## src/rtl/uart_rx_if.sv

```systemverilog
// Serial-receive bundle for uart_rx: the rx line in, the byte, strobes and debug state out.
// UART_RX_PARITY_EN adds parity_err and widens state to 3 bits.
interface uart_rx_if;
    logic       rx;
    logic [7:0] data_out;
    logic       valid;
    logic       frame_err;
    logic       busy;
`ifdef UART_RX_PARITY_EN
    logic       parity_err;
    logic [2:0] state;
`else
    logic [1:0] state;
`endif

    modport master (
        input  rx,
        output data_out,
        output valid,
        output frame_err,
`ifdef UART_RX_PARITY_EN
        output parity_err,
`endif
        output busy,
        output state
    );

    modport slave (
        output rx,
        input  data_out,
        input  valid,
        input  frame_err,
`ifdef UART_RX_PARITY_EN
        input  parity_err,
`endif
        input  busy,
        input  state
    );
endinterface

```

## src/rtl/uart_rx.sv

```systemverilog
// 8N1 UART receiver, oversampled by the system clock, LSB first, one-cycle valid/frame_err strobes.
// Define UART_RX_PARITY_EN for an even-parity bit after data bit 7 and a parity_err strobe.
module uart_rx #(
    parameter int unsigned FREQ = 12000000,
    parameter int unsigned BAUD = 9600,
    parameter int unsigned LIM  = FREQ / BAUD
) (
    input  logic     clk,
    input  logic     nrst,
    uart_rx_if.master bus
);

    localparam logic [15:0] LimM1  = 16'(LIM - 1);
    localparam logic [15:0] HalfM1 = 16'(LIM / 2 - 1);

`ifdef UART_RX_PARITY_EN
    typedef enum logic [2:0] {
        StIdle   = 3'b000,
        StStart  = 3'b001,
        StData   = 3'b011,
        StParity = 3'b010,
        StStop   = 3'b100
    } state_e;
`else
    typedef enum logic [1:0] {
        StIdle  = 2'b00,
        StStart = 2'b01,
        StData  = 2'b11,
        StStop  = 2'b10
    } state_e;
`endif

    state_e      state_q, state_d;
    logic [15:0] cnt_q, cnt_d;
    logic [2:0]  bit_q, bit_d;
    logic [7:0]  shift_q, shift_d;
    logic [7:0]  data_q, data_d;
    logic        valid_q, valid_d;
    logic        ferr_q, ferr_d;
    logic        rx_meta_q, rx_s_q, rx_prev_q;
    logic        fall;
    logic        mid_bit;
`ifdef UART_RX_PARITY_EN
    logic        par_q, par_d;
    logic        perr_q, perr_d;
`endif

    // Sync flops reset high so a reset never manufactures a falling edge.
    always_ff @(posedge clk) begin
        if (nrst) begin
            rx_meta_q <= 1'b1;
            rx_s_q    <= 1'b1;
            rx_prev_q <= 1'b1;
            state_q   <= StIdle;
            cnt_q     <= '0;
            bit_q     <= '0;
            shift_q   <= '0;
            data_q    <= '0;
            valid_q   <= 1'b0;
            ferr_q    <= 1'b0;
`ifdef UART_RX_PARITY_EN
            par_q     <= 1'b0;
            perr_q    <= 1'b0;
`endif
        end else begin
            rx_meta_q <= bus.rx;
            rx_s_q    <= rx_meta_q;
            rx_prev_q <= rx_s_q;
            state_q   <= state_d;
            cnt_q     <= cnt_d;
            bit_q     <= bit_d;
            shift_q   <= shift_d;
            data_q    <= data_d;
            valid_q   <= valid_d;
            ferr_q    <= ferr_d;
`ifdef UART_RX_PARITY_EN
            par_q     <= par_d;
            perr_q    <= perr_d;
`endif
        end
    end

    assign fall    = rx_prev_q & ~rx_s_q;
    assign mid_bit = (cnt_q == LimM1);

    always_comb begin
        state_d = state_q;
        cnt_d   = cnt_q + 16'd1;
        bit_d   = bit_q;
        shift_d = shift_q;
        data_d  = data_q;
        valid_d = 1'b0;
        ferr_d  = 1'b0;
`ifdef UART_RX_PARITY_EN
        par_d   = par_q;
        perr_d  = 1'b0;
`endif
        case (state_q)
            StIdle: begin
                if (fall) begin
                    state_d = StStart;
                    cnt_d   = '0;
                end
            end
            StStart: begin
                // A start bit that is high again at its midpoint was only a glitch.
                if (cnt_q == HalfM1) begin
                    cnt_d = '0;
                    if (rx_s_q) begin
                        state_d = StIdle;
                    end else begin
                        state_d = StData;
                        bit_d   = '0;
                    end
                end
            end
            StData: begin
                if (mid_bit) begin
                    shift_d = {rx_s_q, shift_q[7:1]};
                    cnt_d   = '0;
                    bit_d   = bit_q + 3'd1;
                    if (bit_q == 3'd7) begin
`ifdef UART_RX_PARITY_EN
                        state_d = StParity;
`else
                        state_d = StStop;
`endif
                    end
                end
            end
`ifdef UART_RX_PARITY_EN
            StParity: begin
                if (mid_bit) begin
                    par_d   = rx_s_q;
                    cnt_d   = '0;
                    state_d = StStop;
                end
            end
`endif
            StStop: begin
                // Leave at mid-stop so a back-to-back start edge is still caught.
                if (mid_bit) begin
                    state_d = StIdle;
                    cnt_d   = '0;
`ifdef UART_RX_PARITY_EN
                    perr_d  = ^{shift_q, par_q};
                    if (rx_s_q && !perr_d) begin
`else
                    if (rx_s_q) begin
`endif
                        valid_d = 1'b1;
                        data_d  = shift_q;
                    end
                    ferr_d = ~rx_s_q;
                end
            end
            default: begin
                state_d = StIdle;
                cnt_d   = '0;
            end
        endcase
    end

    assign bus.data_out  = data_q;
    assign bus.valid     = valid_q;
    assign bus.frame_err = ferr_q;
    assign bus.busy      = (state_q != StIdle);
    assign bus.state     = state_q;
`ifdef UART_RX_PARITY_EN
    assign bus.parity_err = perr_q;
`endif

endmodule
```

## src/flat_wrapper.sv

```systemverilog
// flat-port wrapper written by rule: the top's interface ports become plain ports
module uart_rx_flat 
#(
    parameter int unsigned FREQ = 12000000,
    parameter int unsigned BAUD = 9600,
    parameter int unsigned LIM  = FREQ / BAUD
)
  (clk, nrst, bus_rx, bus_data_out, bus_valid, bus_frame_err, bus_busy, bus_state);
  uart_rx_if bus_i ();
  input  logic clk;
  input  logic nrst;
  input wire logic [$bits(bus_i.rx)-1:0] bus_rx;
  output wire logic [$bits(bus_i.data_out)-1:0] bus_data_out;
  output wire logic [$bits(bus_i.valid)-1:0] bus_valid;
  output wire logic [$bits(bus_i.frame_err)-1:0] bus_frame_err;
  output wire logic [$bits(bus_i.busy)-1:0] bus_busy;
  output wire logic [$bits(bus_i.state)-1:0] bus_state;
  assign bus_i.rx = bus_rx;
  assign bus_data_out = bus_i.data_out;
  assign bus_valid = bus_i.valid;
  assign bus_frame_err = bus_i.frame_err;
  assign bus_busy = bus_i.busy;
  assign bus_state = bus_i.state;
  uart_rx #(.FREQ(FREQ), .BAUD(BAUD), .LIM(LIM)) u_core (.clk(clk), .nrst(nrst), .bus(bus_i));
endmodule
```

## config.mk

```make
export PLATFORM = sky130hd
export DESIGN_NAME = uart_rx_flat
export DESIGN_NICKNAME = d
export VERILOG_FILES = /design/src/rtl/uart_rx_if.sv /design/src/rtl/uart_rx.sv /design/src/flat_wrapper.sv
export SDC_FILE = /design/constraint.sdc
export NUM_CORES = 1
export LEC_CHECK = 0
export BUFFER_PORTS_ARGS = -buffer_cell sky130_fd_sc_hd__buf_4
export CAP_MARGIN = 10
export CORE_MARGIN = 3
export CORE_UTILIZATION = 35
export CTS_CLUSTER_SIZE = 16
export DETAILED_ROUTE_END_ITERATION = 12
export GPL_TIMING_DRIVEN = 0
export PLACE_DENSITY = 0.51
export RECOVER_POWER = 50
export SYNTH_ARGS = -nofsm -noshare
export SYNTH_HDL_FRONTEND = slang
export SYNTH_SLANG_ARGS = --single-unit
```

## constraint.sdc

```tcl
create_clock -name clk -period 3.8 [get_ports clk]
set_input_delay 0.38 -clock clk [delete_from_list [all_inputs] [get_ports clk]]
set_output_delay 0.38 -clock clk [all_outputs]
set_load 0.02 [all_outputs]
```

==> results of run 1 <==
==> cell families after synthesis <==
family          Yosys count  synth area share, %
simple gates             76                 25.0
compound gates           61                 17.9
flops                    42                 43.8
buf+inv                  19                 5.02
xor+xnor                 11                 5.02
fa+ha+maj                 5                 3.26
==> Yosys cell counts (all sizes together), types with 3 or more instances <==
cell    instances  area [sq um]
o21ai          21           109
buf             5          42.5
o32ai           3          26.3
xnor2           5          43.8
nand4           6          50.0
a21oi          29           145
a22oi           3          27.5
or2             5          31.3
nand2b          3          18.8
nor3            3          15.0
clkbuf          9          35.0
and3            5          31.3
nor2            4          15.0
nand3          25           125
dfxtp          42           841
nand2           7          28.8
xor2            6          52.6
or3             3          18.8
ha              5          62.6
inv             5          18.8
==> critical path, stage by stage, from the launching register on <==
cell	delay, ns
dfxtp_1	0.32
clkbuf_1	0.30
and4bb_2	0.31
and4_1	0.19
clkbuf_1	0.37
clkbuf_1	0.41
nand3_1	0.12
a21oi_1	0.17
==> area by class of cell <==
cell class	instances	area, sq um
sequential	42	841
tap	70	87.6
buffer	14	62.6
multi-input combinational	153	977
inverter	5	18.8
clock buffer	5	68.8
timing repair buffer	15	60.1
fill	553	3020
clock inverter	3	68.8
==> registers in the layout, summed over array words and instances (netlist names) <==
name / cells
u_core.bit_q: 3
u_core.bus.data_out: 8
u_core.bus.frame_err: 1
u_core.bus.state: 2
u_core.bus.valid: 1
u_core.cnt_q: 16
u_core.rx_meta_q: 1
u_core.rx_prev_q: 1
u_core.rx_s_q: 1
u_core.shift_q: 8
==> per-layer routing <==
metal  wire length (um)  GRT usage [%]  part of all wire [%]  vias up
met5                  0              0                     0        -
met4                 49           5.07                   1.1        0
met3                132           3.50                   3.1        5
met2               2010           24.4                    47       18
met1               2130           19.4                    49      743
li1                   -              -                     -      826
==> power breakdown <==
part / total (mW) / internal, mW / switching [mW]
Sequential: 0.449 / 0.444 / 0.00475
Combinational: 0.0319 / 0.0123 / 0.0197
Clock: 0.429 / 0.263 / 0.166
==> how the worst max path moves through the flow <==
stage | startpoint | end | slack [ns]
floorplan | u_core.cnt_q[10] | u_core.bus.data_out[5] | 2.25
global placement | u_core.cnt_q[10] | u_core.bus.state[1] | 1.86
detailed placement | u_core.cnt_q[10] | u_core.bus.data_out[6] | 1.88
CTS | u_core.cnt_q[10] | u_core.bus.state[1] | 1.85
global route | u_core.cnt_q[10] | u_core.shift_q[6] | 1.32
finish | u_core.cnt_q[10] | u_core.shift_q[5] | 1.54
==> impl_results.md, run 1 <==
- R2R Path Start: u_core.cnt_q[10]
- R2R Setup Slk: 1.54 ns
- DRC Markers: 0
- Setup violations, final: 0
- Commonest non-fill, non-tap cell in the layout: dfxtp_1
- Via count: 1592
- Maximum fanout along the worst path: 10
- Hold EP: u_core.rx_meta_q
- Ys async rst share: 0%
- Max VDD drop: 0.227 mV
- Gpl congestion: 0.775
- Post-DRT Antenna Nets: 0
- First-pass DRT Iterations: 5
- Min-delay src: bus_rx
- Hold path cells: 2
- Initial cell density of the core: 36.9%
- Distinct cells, synth: 44
- Reg2reg end: u_core.shift_q[5]
- Hold Path Class: in2reg
- Tmin final: 2.26 ns
- Vias in the first global route: 1586
- TritonCTS clock tree: done
- Worst Reg-to-Reg Cells: 7
- WL/cell: 14.1 um
- Yosys reg bits: 42
- Worst Setup Slack, final: 1.54 ns
- Final non-filler cell total: 307
- CTS resizes: 0
- Mapped cell area: 0.00192 sq mm
- CTS Buf Count: 5
- Rel. slew slack: 68.4%
- Avg Inst Size Synth: 8.96 sq um
- Routed WL: 4320 um
- Final hold violations: 0
- CTS root buffer: clkbuf_8
- Area grow syn2layout: 13.9%
- Setup Slack @ Placement: 1.88 ns
- Status: completed
- Die outline height: 80.0 um
- # diodes: 0
- Leakage: 0.738 nW
- Final TNS setup: 0 ns
- Post-synthesis cell count: 214
- # clock sinks: 42
- Power, Total: 910 uW
- CORE AREA: 0.00520 sq mm
- RSZ-0062 raised after global routing: false
- Fin crit share: 59.4%
- Largest net degree at the start of global routing: 15
- Sequential element share of the synthesized area: 43.8%
- Max-cap viol count: 0
- First-pass GRT wire length: 7540 um
- Crit end category: flip-flop
- Die ar.: 0.00640 sq mm
- Placed insts: 299
- CTS hold repair buffers: 0
- Detailed-placement wirelength estimate: 3020 um
- DR vias/cell: 5.19
- Total GRT Usage: 15.0%
- Post-CTS setup buffer count: 0
- Die X: 80.0 um
- Final Max Slew Viols: 0
- Synth warn: 0
- Clk pin slew, worst setup/hold paths: 0.08 ns
- Clk_lat worst skew: 0.30 ns
- Syn nets: 222
- Post-synth EDFFs: 0
- Area after DPL: 0.00212 sq mm
- H-Tree Depth: 2
- NumNets Final: 244
- Initial antenna violation count: 0
- CTS max path bufs: 2
- CP arrival: 2.48 ns
- P per Cell Area: 417 mW/mm^2
- Initial drt markers: 42
- Proportion of layout cells with a drive suffix above 1: 11.8%
- Commonest cells after routing, fill and taps aside: dfxtp_1, a21oi_1, nand3_1
- # IOs: 16
- CP startpoint kind: flip-flop
- I/O Buffers: 15
- Worst slew pin tran: 0.474 ns
- Worst Hold Slack: 0.266 ns
- F_max: 443 MHz
- Row Count: 26
- Total grt overflow: 0
- Worst setup path class: reg2reg
- Final instance area: 0.00218 sq mm
- Required time of the critical path: 4.03 ns
- Ys flop type: dfxtp_1
- Final core occ: 42.0%
- Clock Skew: 0.00621 ns
Note: power is estimated with default switching activity, not from simulation.
==> inputs of run 2 (changes only) <==
==> constraint.sdc (replaced) <==
create_clock -name clk -period 2.3 [get_ports clk]
set_input_delay 0.23 -clock clk [delete_from_list [all_inputs] [get_ports clk]]
set_output_delay 0.23 -clock clk [all_outputs]
set_load 0.02 [all_outputs]
==> run 2 against run 1 <==
Clock power grew 65%. Die area did not move. First-iteration DRC count grew 12%. Global-route usage stayed put. Critical path type unchanged. Critical endpoint is now u_core.shift_q[0].
==> impl_results.md, run 2 (synthesis gave the netlist of run 1 again) <==
- Status: completed
- CORE AREA: 0.00520 sq mm (unchanged)
- Commonest non-fill, non-tap cell in the layout: dfxtp_1
- R2R Path Start: u_core.cnt_q[10]
- Total grt overflow: 0 (unchanged)
- Die outline height: 80.0 um (unchanged)
- CP startpoint kind: flip-flop
- # clock sinks: 42 (unchanged)
- Setup violations, final: 0 (unchanged)
- Max VDD drop: 0.374 mV (+65%)
- Net switching power: 313 uW (+65%)
- Initial antenna violation count: 0 (unchanged)
- R2R Setup Slk: 0.29 ns (-1.25 ns)
- P_int: 1.19 mW (+65%)
- WL/cell: 14.1 um (about the same)
- Tmin final: 2.01 ns (-0.248 ns)
- DRC Markers: 0 (unchanged)
- Hold path cells: 2 (unchanged)
- Die X: 80.0 um (unchanged)
- Most flops, register: u_core.cnt_q
- Worst Reg-to-Reg Cells: 7 (unchanged)
- DR vias/cell: 5.17 (-0.38%)
- Required time of the critical path: 2.53 ns (-1.50 ns)
- Placed insts: 299 (unchanged)
- Clk pin slew, worst setup/hold paths: 0.09 ns (about the same)
- Worst setup path class: reg2reg
- Final hold violations: 0 (unchanged)
- Final core occ: 42.1% (+0.17 points)
- Number of flip-flops in the largest register: 16 (unchanged)
- Die ar.: 0.00640 sq mm (unchanged)
- Total GRT Usage: 15.0% (unchanged)
- Initial drt markers: 47 (+12%)
- Post-CTS setup buffer count: 0 (unchanged)
- CTS root buffer: clkbuf_8
- Post-DRT Antenna Nets: 0 (unchanged)
- Hold Path Class: in2reg
- CTS hold repair buffers: 0 (unchanged)
- Crit end category: flip-flop
- First-pass GRT wire length: 7540 um (unchanged)
- Clock group share of total power: 47.1% (about the same)
- Final non-filler cell total: 307 (unchanged)
- Clk_lat worst skew: 0.30 ns (about the same)
- Area grow syn2layout: 14.4%
- CP arrival: 2.24 ns (-0.24 ns)
- F_max: 497 MHz (+12%)
- CTS max path bufs: 2 (unchanged)
- NumNets Final: 244 (unchanged)
- Detailed-placement wirelength estimate: 3020 um (unchanged)
- Worst slew pin tran: 0.480 ns (+0.00512 ns)
- CTS resizes: 0 (unchanged)
- Comb pwr share: 3.5% (about the same)
- Min-delay src: bus_rx
- Final TNS setup: 0 ns (unchanged)
- Vias in the first global route: 1586 (unchanged)
- Switching Share: 20.8% (-0.051 points)
- RSZ-0062 raised after global routing: false
- Clock Skew: 0.00657 ns (+0.000368 ns)
- H-Tree Depth: 2 (unchanged)
- Max-cap viol count: 0 (unchanged)
- Routed WL: 4320 um (about the same)
- Sequential cell fraction of total power: 49.4% (about the same)
- # diodes: 0 (unchanged)
- Initial cell density of the core: 36.9% (unchanged)
- Commonest cells after routing, fill and taps aside: dfxtp_1, a21oi_1, nand3_1
- Proportion of layout cells with a drive suffix above 1: 12.2% (+0.42 points)
- I/O Buffers: 15 (unchanged)
- Row Count: 26 (unchanged)
- Final Max Slew Viols: 0 (unchanged)
- Reg2reg end: u_core.shift_q[0]
- Via count: 1586 (-0.38%)
- # IOs: 16 (unchanged)
- Gpl congestion: 0.775 (unchanged)
- Maximum fanout along the worst path: 10 (unchanged)
- First-pass DRT Iterations: 4 (-1)
- Rel. slew slack: 68.0% (-0.34 points)
- P per Cell Area: 685 mW/mm^2 (+64%)
- Fin crit share: 87.4% (+28 points)
- CTS Buf Count: 5 (unchanged)
- Hold EP: u_core.rx_meta_q
- Leakage: 0.742 nW (+0.55%)
- TritonCTS clock tree: done
- Worst Hold Slack: 0.117 ns (-0.149 ns)
- Largest net degree at the start of global routing: 15 (unchanged)
-- run 2: cell count changes in the layout (fill, tap and decap cells not counted), sizes merged --
cell	change
clkbuf	-1
buf	+1
-- run 2: worst max-delay path by stage --
| stage | end | cells past startpoint | startpoint |
|---|---|---|---|
| finish | u_core.shift_q[0] | 7 | u_core.cnt_q[10] |
| global placement | u_core.bus.state[1] | 6 | u_core.cnt_q[10] |
| detailed placement | u_core.bus.data_out[6] | 6 | u_core.cnt_q[10] |
| floorplan | u_core.bus.data_out[5] | 6 | u_core.cnt_q[10] |
| global route | u_core.shift_q[6] | 7 | u_core.cnt_q[10] |
| CTS | u_core.bus.state[1] | 6 | u_core.cnt_q[10] |
-- run 2: power by group through the flow --
| stage | Sequential [mW] | Combinational, mW | Clock (mW) |
|---|---|---|---|
| 5_1_grt | 0.745 | 0.0612 | 0.754 |
| 4_1_cts | 0.742 | 0.0560 | 0.714 |
| 6_report | 0.742 | 0.0528 | 0.708 |
| 3_3_place_gp | 0.760 | 0.0560 | 0 |
| 3_5_place_dp | 0.760 | 0.0557 | 0 |
| 2_1_floorplan | 0.759 | 0.0373 | 0 |
-- run 2: area by class of cell --
| type | count | area [sq um] |
|---|---|---|
| Timing Repair Buffer | 15 | 60.1 |
| Multi-Input combinational cell | 153 | 978 |
| Sequential cell | 42 | 841 |
| Inverter | 5 | 18.8 |
| Tap cell | 70 | 87.6 |
| Buffer | 14 | 70.1 |
| Clock buffer | 5 | 68.8 |
| Clock inverter | 3 | 68.8 |
| Fill cell | 552 | 3010 |
-- run 2: critical path, cell delays in order (launching register included) --
cell	delay, ns
dfxtp_1	0.32
clkbuf_1	0.30
and4bb_2	0.31
and4_1	0.21
buf_6	0.14
clkbuf_1	0.37
nand3_1	0.13
a21oi_1	0.17
-- run 2: per-layer routing --
| layer | global-route usage, % | wire [um] |
|---|---|---|
| met1 | 19.4 | 2130 |
| met2 | 24.4 | 2010 |
| met3 | 3.50 | 129 |
| met4 | 5.07 | 47 |
| met5 | 0 | 0 |
-- run 2: through the flow --
stage / cell area, sq um / power, mW / setup slack (ns)
finish: 2190 / 1.50 / 0.289
global route: 2190 / 1.56 / 0.0965
CTS: 2260 / 1.51 / 0.354
detailed placement: 2120 / 0.815 / 0.376
global placement: 2120 / 0.816 / 0.364
floorplan: 1920 / 0.796 / 0.748
==> inputs of run 3 (changes only) <==
==> constraint.sdc (replaced) <==
create_clock -name clk -period 2.2 [get_ports clk]
set_input_delay 0.22 -clock clk [delete_from_list [all_inputs] [get_ports clk]]
set_output_delay 0.22 -clock clk [all_outputs]
set_load 0.02 [all_outputs]
==> run 3 against run 2 <==
Global-route usage is the same. Sequential power up 4.6%. Sequential share of layout area about the same. Critical path type unchanged. Critical endpoint is now u_core.shift_q[1]. Highest routed layer unchanged.
==> impl_results.md, run 3 (synthesis gave the netlist of run 1 again) <==
- Status: completed
- CORE AREA: 0.00520 sq mm (unchanged)
- CTS resizes: 0 (unchanged)
- Total grt overflow: 0 (unchanged)
- Post-DRT Antenna Nets: 0 (unchanged)
- Row Count: 26 (unchanged)
- Die X: 80.0 um (unchanged)
- Clock Skew: 0.00637 ns (-0.000206 ns)
- Detailed-placement wirelength estimate: 3020 um (unchanged)
- Hold Path Class: in2reg
- Via count: 1589 (+0.19%)
- Die outline height: 80.0 um (unchanged)
- Fillers: 551 (-0.18%)
- Crit path top cell by count: clkbuf_1
- WL/cell: 14.1 um (about the same)
- # IOs: 16 (unchanged)
- CP startpoint kind: flip-flop
- Worst slew pin tran: 0.479 ns (-0.000993 ns)
- Max VDD drop: 0.391 mV (+4.5%)
- Die ar.: 0.00640 sq mm (unchanged)
- Total GRT Usage: 15.0% (unchanged)
- CP cell instances: clkbuf_1 > and4bb_2 > nand4_2 > clkbuf_1 > o21ai_0 > a21oi_1
- F_max: 517 MHz (+3.9%)
- TritonCTS clock tree: done
- Fin crit share: 87.9% (+0.51 points)
- Required time of the critical path: 2.37 ns (-0.16 ns)
- Post-CTS setup buffer count: 0 (unchanged)
- Crit end category: flip-flop
- Rel. slew slack: 68.1% (about the same)
- Largest net degree at the start of global routing: 15 (unchanged)
- Maximum fanout along the worst path: 10 (unchanged)
- Number of flip-flops in the largest register: 16 (unchanged)
- Proportion of layout cells with a drive suffix above 1: 12.7% (+0.42 points)
- Initial drt markers: 47 (unchanged)
- Routed WL: 4320 um (about the same)
- Area grow syn2layout: 14.4% (about the same)
- Setup violations, final: 0 (unchanged)
- CTS hold repair buffers: 0 (unchanged)
- # clock sinks: 42 (unchanged)
- CP arrival: 2.10 ns (-0.14 ns)
- Final Max Slew Viols: 0 (unchanged)
- Most flops, register: u_core.cnt_q
- Tmin final: 1.93 ns (-0.0761 ns)
- Worst Hold Slack: 0.106 ns (-0.0107 ns)
- Leakage: 0.746 nW (+0.47%)
- Final hold violations: 0 (unchanged)
- Worst setup path class: reg2reg
- DRC Markers: 0 (unchanged)
- RSZ-0062 raised after global routing: false
- Initial antenna violation count: 0 (unchanged)
- Worst path max stage delay: 0.32 ns (-0.05 ns)
- Power, Total: 1.57 mW (+4.6%)
- CTS max path bufs: 2 (unchanged)
- Commonest non-fill, non-tap cell in the layout: dfxtp_1
- Clk pin slew, worst setup/hold paths: 0.08 ns (about the same)
- NumNets Final: 244 (unchanged)
- H-Tree Depth: 2 (unchanged)
- Gpl congestion: 0.775 (unchanged)
- P per Cell Area: 716 mW/mm^2 (+4.5%)
- Clk_lat worst skew: 0.30 ns (about the same)
- Vias in the first global route: 1586 (unchanged)
- CTS root buffer: clkbuf_8
- CTS Buf Count: 5 (unchanged)
- # diodes: 0 (unchanged)
- Initial cell density of the core: 36.9% (unchanged)
- First-pass DRT Iterations: 4 (unchanged)
- CP max-delay cell: dfxtp_1
- Max-cap viol count: 0 (unchanged)
- DR vias/cell: 5.18 (+0.19%)
- Commonest cells after routing, fill and taps aside: dfxtp_1, a21oi_1, nand3_1
- Final TNS setup: 0 ns (unchanged)
- First-pass GRT wire length: 7540 um (unchanged)
- I/O Buffers: 15 (unchanged)
-- run 3: layout make-up --
class	instances	area (sq um)	area share [%]
clock buffer	5	68.8	3.14
inverter	5	18.8	0.855
sequential	42	841	38.3
tap	70	87.6	3.99
clock inverter	3	68.8	3.14
buffer	14	71.3	3.25
timing repair buffer	15	60.1	2.74
multi-input combinational	153	978	44.6
-- run 3: where the power goes --
group / switching (mW) / internal [mW]
registers: 0.00816 / 0.768
clock network: 0.286 / 0.455
logic: 0.0339 / 0.0214
-- run 3: worst paths after layout --
kind	cells past startpoint	startpoint	endpoint	slack, ns
worst min-delay path	2	bus_rx	u_core.rx_meta_q	0.11
worst max register to register	6	u_core.cnt_q[10]	u_core.shift_q[1]	0.27
worst max-delay path	6	u_core.cnt_q[10]	u_core.shift_q[1]	0.27
worst min register to register	1	u_core.rx_meta_q	u_core.rx_s_q	0.42
-- run 3: worst max-delay path: cells and delay by family (launching register included) --
family,cells,cell delay [ns]
AOI/OAI and AO/OA,2,0.30
buffers and inverters,2,0.61
DFF,1,0.32
and+or+nand+nor,2,0.57
-- run 3: routing by layer --
metal	routed length, um	part of all wire [%]	GRT usage, %	up-vias
li1	-	-	-	823
met1	2150	50	19.4	744
met2	2000	46	24.4	17
met3	128	3.0	3.50	5
met4	47	1.1	5.07	0
met5	0	0	0	-
-- run 3: stage by stage --
step,cell area (sq um),utilization (%),worst slack [ns],std cells
floorplan,1920,-,0.648,214
global placement,2120,40.7,0.264,299
detailed placement,2120,40.7,0.276,299
CTS,2260,43.3,0.254,307
global route,2190,42.2,0.0728,307
finish,2190,42.2,0.266,307
